<file path="src/rtl/alu_seq.sv">
// Sequential ALU with a valid/ready input and output handshake. Shifts run
// one bit per clock in the SHIFT state; every other op completes in one edge.
module alu_seq #(
  parameter int WIDTH = 8
) (
  input  logic             clk,
  input  logic             rst_n,
  input  logic [WIDTH-1:0] alu_a_in,
  input  logic [WIDTH-1:0] alu_b_in,
  input  logic [3:0]       alu_select,
  input  logic             alu_in_valid,
  output logic             alu_in_ready,
  output logic [WIDTH-1:0] alu_out,
  output logic             alu_carry_out,
  output logic             alu_zero_flag,
  output logic             alu_out_valid,
  input  logic             alu_out_ready,
  output logic             dbg_state_o
);

  localparam int SHAMT_W = $clog2(WIDTH);

  localparam logic [3:0] OP_NOP  = 4'b0000;
  localparam logic [3:0] OP_ADD  = 4'b0001;
  localparam logic [3:0] OP_SUB  = 4'b0010;
  localparam logic [3:0] OP_NOR  = 4'b0011;
  localparam logic [3:0] OP_ADDC = 4'b0101;
  localparam logic [3:0] OP_SUBB = 4'b0110;
  localparam logic [3:0] OP_SHFR = 4'b1011;
  localparam logic [3:0] OP_SHFL = 4'b1100;

  typedef enum logic {S_IDLE = 1'b0, S_SHIFT = 1'b1} state_t;

  // Handshake: a transfer happens on a rising edge where valid && ready on
  // that side; a producer holds valid and its data until the transfer edge.
  state_t               state_q, state_d;
  logic [WIDTH-1:0]     sh_q, sh_d;
  logic [SHAMT_W-1:0]   cnt_q, cnt_d;
  logic                 dir_left_q, dir_left_d;
  logic [WIDTH-1:0]     out_q, out_d;
  logic                 carry_q, carry_d;
  logic                 zero_q, zero_d;
  logic                 valid_q, valid_d;
  logic                 cflag_q, cflag_d;

  logic                 accept;
  logic                 is_shift;
  logic [SHAMT_W-1:0]   shamt;
  logic                 start_shift;
  logic                 write_imm;
  logic                 shift_done;
  logic [WIDTH-1:0]     sh_next;

  logic [WIDTH:0]       a_x, b_x, cin_x, ext;
  logic [WIDTH-1:0]     res_o;
  logic                 res_c, res_z, upd_cflag;

  assign accept      = alu_in_valid && alu_in_ready;
  assign shamt       = alu_b_in[SHAMT_W-1:0];
  assign is_shift    = (alu_select == OP_SHFL) || (alu_select == OP_SHFR);
  assign start_shift = accept && is_shift && (shamt != '0);
  assign write_imm   = accept && !start_shift;
  assign shift_done  = (state_q == S_SHIFT) && (cnt_q == SHAMT_W'(1));
  assign sh_next     = dir_left_q ? (sh_q << 1) : (sh_q >> 1);

  // State register
  always_ff @(posedge clk or negedge rst_n) begin
    if (!rst_n) state_q <= S_IDLE;
    else        state_q <= state_d;
  end

  // Next-state logic
  always_comb begin
    state_d = state_q;
    case (state_q)
      S_IDLE:  if (start_shift) state_d = S_SHIFT;
      S_SHIFT: if (shift_done)  state_d = S_IDLE;
      default: state_d = S_IDLE;
    endcase
  end

  // Output logic
  always_comb begin
    alu_in_ready  = (state_q == S_IDLE) && (!valid_q || alu_out_ready);
    alu_out       = out_q;
    alu_carry_out = carry_q;
    alu_zero_flag = zero_q;
    alu_out_valid = valid_q;
    dbg_state_o   = state_q;
  end

  // Single-cycle results; carry is the borrow bit for subtractions.
  always_comb begin
    a_x       = {1'b0, alu_a_in};
    b_x       = {1'b0, alu_b_in};
    cin_x     = {{WIDTH{1'b0}}, cflag_q};
    ext       = '0;
    res_c     = 1'b0;
    res_z     = 1'b0;
    upd_cflag = 1'b0;
    case (alu_select)
      OP_ADD:  begin ext = a_x + b_x;         upd_cflag = 1'b1; end
      OP_SUB:  begin ext = a_x - b_x;         upd_cflag = 1'b1; end
      OP_ADDC: begin ext = a_x + b_x + cin_x; upd_cflag = 1'b1; end
      OP_SUBB: begin ext = a_x - b_x - cin_x; upd_cflag = 1'b1; end
      OP_NOR:  ext = {1'b0, ~(alu_a_in | alu_b_in)};
      OP_SHFL, OP_SHFR: ext = a_x;
      default: ext = '0;
    endcase
    res_o = ext[WIDTH-1:0];
    if (upd_cflag) res_c = ext[WIDTH];
    if (alu_select != OP_NOP && (upd_cflag || alu_select == OP_NOR || is_shift))
      res_z = (res_o == '0);
  end

  always_comb begin
    sh_d       = sh_q;
    cnt_d      = cnt_q;
    dir_left_d = dir_left_q;
    if (start_shift) begin
      sh_d       = alu_a_in;
      cnt_d      = shamt;
      dir_left_d = (alu_select == OP_SHFL);
    end else if (state_q == S_SHIFT) begin
      sh_d  = sh_next;
      cnt_d = cnt_q - 1'b1;
    end
  end

  // Result registers only move on a write, so they hold under back-pressure.
  always_comb begin
    out_d   = out_q;
    carry_d = carry_q;
    zero_d  = zero_q;
    cflag_d = cflag_q;
    valid_d = valid_q;
    if (valid_q && alu_out_ready) valid_d = 1'b0;
    if (write_imm) begin
      out_d   = res_o;
      carry_d = res_c;
      zero_d  = res_z;
      valid_d = 1'b1;
      if (upd_cflag) cflag_d = res_c;
    end else if (shift_done) begin
      out_d   = sh_next;
      carry_d = dir_left_q & sh_q[WIDTH-1];
      zero_d  = (sh_next == '0);
      valid_d = 1'b1;
    end
  end

  always_ff @(posedge clk or negedge rst_n) begin
    if (!rst_n) begin
      sh_q       <= '0;
      cnt_q      <= '0;
      dir_left_q <= 1'b0;
      out_q      <= '0;
      carry_q    <= 1'b0;
      zero_q     <= 1'b0;
      valid_q    <= 1'b0;
      cflag_q    <= 1'b0;
    end else begin
      sh_q       <= sh_d;
      cnt_q      <= cnt_d;
      dir_left_q <= dir_left_d;
      out_q      <= out_d;
      carry_q    <= carry_d;
      zero_q     <= zero_d;
      valid_q    <= valid_d;
      cflag_q    <= cflag_d;
    end
  end

endmodule

</file>
<file path="config.mk">
export PLATFORM = sky130hd
export DESIGN_NAME = alu_seq
export DESIGN_NICKNAME = d
export VERILOG_FILES = /design/src/rtl/alu_seq.sv
export SDC_FILE = /design/constraint.sdc
export NUM_CORES = 1
export LEC_CHECK = 0
export CAP_MARGIN = 30
export CELL_PAD_IN_SITES_DETAIL_PLACEMENT = 0
export CELL_PAD_IN_SITES_GLOBAL_PLACEMENT = 2
export CORE_MARGIN = 4
export CORE_UTILIZATION = 34
export DETAILED_ROUTE_END_ITERATION = 10
export PLACE_DENSITY = 0.81
export SETUP_SLACK_MARGIN = 0.1
export SYNTH_ARGS = -nofsm -noshare
export SYNTH_HDL_FRONTEND = slang
export SYNTH_SLANG_ARGS = --single-unit
</file>
<file path="constraint.sdc">
create_clock -name clk -period 3.01 [get_ports clk]
set_clock_uncertainty 0.1 [all_clocks]
set_input_delay 0.903 -clock clk [delete_from_list [all_inputs] [get_ports clk]]
set_output_delay 0.903 -clock clk [all_outputs]
set_load 0.05 [all_outputs]
</file>
==> flow_summary_export.csv <==
group,metric,value,unit
layout,diodes,0,
global_routing,antenna_found_initial,0,
routing,dr_total_vias,3472,
floorplan,ioPinCount,37,
timing,min_period,3.50,ns
timing,fin_ws,-0.489,ns
logic_synthesis,yosysWarningCount,0,
floorplan,rows,33,
timing,finalHoldViolCount,0,
power,vdd.ir_drop.worst,0.000303,V
logic_synthesis,synth.distinct_cells,68,
timing,fmax,286,MHz
timing,rsz0062_at_grt,"true",
timing,drv_slew,0,
power,powerDensity,489,nW/um^2
routing,viasPerCell,5.44,
placed_design,io_buffers,36,
critical_path,crit_fanout,3,
routing,wire_per_inst,17.8,um
placed_design,dp_slack,-1.15,ns
routing,drcViolationCount,0,
status,run_status,"finished with violations",
hold_path,hp-class,"flip-flop to flip-flop",
clock_network,clk_pin_slew_worst_paths,0.10,ns
global_routing,grt_pass1_wl,17.6,mm
timing,tightest_slew,0.832,ns
layout,syn2layout_area_growth,67.9,%
critical_path,timing_worst_setup_path_type,"primary input to flip-flop",
timing,min_period_over_period,116,%
power,leakage,2.24,nW
power,finalPower,0.00245,W
clock_network,worstSkewPairLatency,0.28,ns
logic_synthesis,synth_edf_count,0,
critical_path,critPathArrivalTime,3.57,ns
layout,register_area,626,um^2
critical_path,endpoint_kind,"flip-flop",
timing,setup_viol_count_final,8,
placed_design,hpwl,8.98,mm
clock_network,tritoncts,"built",
logic_synthesis,synthFlopType,"dfrtp_1",
floorplan,die_w,102,um
routing,drt-pass1-iter-count,5,
placed_design,gp_congestion,0.926,
clock_network,cts-htree-levels,1,
clock_network,clock_path_buffers,2,
logic_synthesis,syn-mean-instance-area,8.06,um^2
logic_synthesis,ys_seq_elements,25,
routing,drt_iter0_drc,251,
floorplan,die_height,102,um
status,violations,"setup timing",
clock_network,numCtsBuffers,3,
clock_network,cts_hold_buf,0,
global_routing,grt_max_degree,26,
critical_path,cp.required,3.08,ns
floorplan,core_area,8380,um^2
layout,multi_input_area,2570,um^2
routing,ant_nets,0,
routing,wl,11.4,mm
run,maxCapViolCount,0,
layout,layout_commonest_cell,"buf_4",
logic_synthesis,yosysSeqAreaShare,21.0,%
global_routing,grt_pass1_vias,3452,
logic_synthesis,syn_area,2980,um^2
logic_synthesis,synth_fp_nets,426,
global_routing,grt_use_total,21.7,%
layout,fillers,726,
layout,drive_gt1_share,44.3,%
layout,mostFrequentLayoutCells,"buf_4 (131), nand2_1 (33), dfrtp_1 (25), clkdlybuf4s50_1 (21), inv_1 (19)",
global_routing,grt_overflow,0,
timing,relSlewSlack,44.3,%
logic_synthesis,ys_async_sr_fraction,100,%
floorplan,dieArea,10300,um^2
clock_network,clock_sinks,25,
layout,fin_nets,590,
critical_path,start_kind,"primary input",
logic_synthesis,netlist_instances,370,
floorplan,initial_core_util,35.6,%
clock_network,cts_root_buf,"clkbuf_8",
-- cells in the mapped netlist (7+ instances only) --
library cell,n,area share (%)
nor2b_1,10,2.1
buf_2,7,1.2
a21oi_1,20,3.4
nand2_1,36,4.5
nand2b_1,9,1.9
nor2_1,23,2.9
mux2i_1,7,2.4
a211oi_1,7,1.8
ha_1,30,13
nor3_1,14,2.4
dfrtp_1,25,21
clkbuf_1,7,0.88
xnor2_1,14,4.1
nand3_1,9,1.5
inv_1,29,3.7
o211ai_1,7,1.8
a221o_1,7,2.4
o21ai_0,17,2.9
-- sequential cells by signal (all words and copies together) (netlist names) --
register and flops:
dir_left_q 1, cnt_q 3, dbg_state_o 1, alu_carry_out 1
alu_zero_flag 1, alu_out 8, sh_q 8, alu_out_valid 1
cflag_q 1
-- path summary, 6_finish.rpt --
check,from,slack [ns],cells past startpoint,end
hold / removal,sh_q[7],0.42,2,sh_q[7]
min in group asynchronous,rst_n,0.88,2,alu_out[4]
setup reg to reg,cflag_q,0.61,8,cflag_q
setup / recovery,alu_a_in[0],-0.49,13,cflag_q
hold reg to reg,sh_q[7],0.42,2,sh_q[7]
max in group asynchronous,rst_n,1.67,2,alu_carry_out
-- kinds of logic (layout without fill, tap and decap cells) --
family | count (synthesis) | after routing | share of synthesized area [%]
compound gates | 106 | 106 | 26.8
buf+inv | 48 | 211 | 6.84
flops | 25 | 25 | 21.0
simple gates | 130 | 130 | 22.4
xor+xnor | 19 | 19 | 5.58
mux | 10 | 10 | 3.48
fa+ha+maj | 32 | 32 | 13.9
-- critical path, cell delays in order --
cell       delay, ns
buf_8           0.11
buf_12          0.12
ha_4            0.16
fa_2            0.40
a211oi_4        0.30
buf_6           0.16
o31ai_4         0.07
a21o_1          0.21
xnor2_2         0.16
nor4_2          0.30
xor2_1          0.23
o2111ai_2       0.16
mux2_4          0.28
-- where the power goes --
group | internal (W) | switching [W] | leakage, nW | total, W
Sequential | 0.000467 | 0.000104 | 0.325 | 0.000571
Combinational | 0.000746 | 0.000911 | 1.90 | 0.00166
Clock | 0.0000942 | 0.000126 | 0.0217 | 0.000220
-- metal layers --
| layer | vias up | GRT usage (%) | part of all wire, % |
|---|---|---|---|
| li1 | 1677 | - | - |
| met1 | 1650 | 30.6 | 46 |
| met2 | 124 | 35.8 | 46 |
| met3 | 21 | 2.69 | 6.1 |
| met4 | 0 | 4.19 | 1.8 |
| met5 | - | 0 | 0 |
-- area by class of cell --
class,instances,share of cell area [%]
Sequential cell,25,12.5
Timing Repair Buffer,178,30.1
Multi-Input combinational cell,297,51.3
Clock inverter,1,0.150
Clock buffer,3,0.825
Tap cell,105,2.63
Inverter,29,2.50
-- stage by stage --
step           util [%]  hold WS, ns  instances  setup TNS, ns  instance area, um^2
5_1_grt            59.7        0.442        638          -3.08                 5000
4_1_cts            57.2        0.420        629          -2.63                 4800
6_report           59.7        0.417        638          -2.46                 5000
2_1_floorplan         -        0.346        370         -0.830                 3080
3_3_place_gp       52.7        0.366        614         -10.96                 4420
3_5_place_dp       52.7        0.397        614         -11.37                 4420
-- repair_timing --
item | 4_1_cts | 5_1_grt
pin swaps | 31 | 32
endpoints found under the setup margin | 19 | 12
resized for setup | 66 | 51
buffers inserted | 12 | 11
No activity file was read; power rests on OpenSTA's default activity.
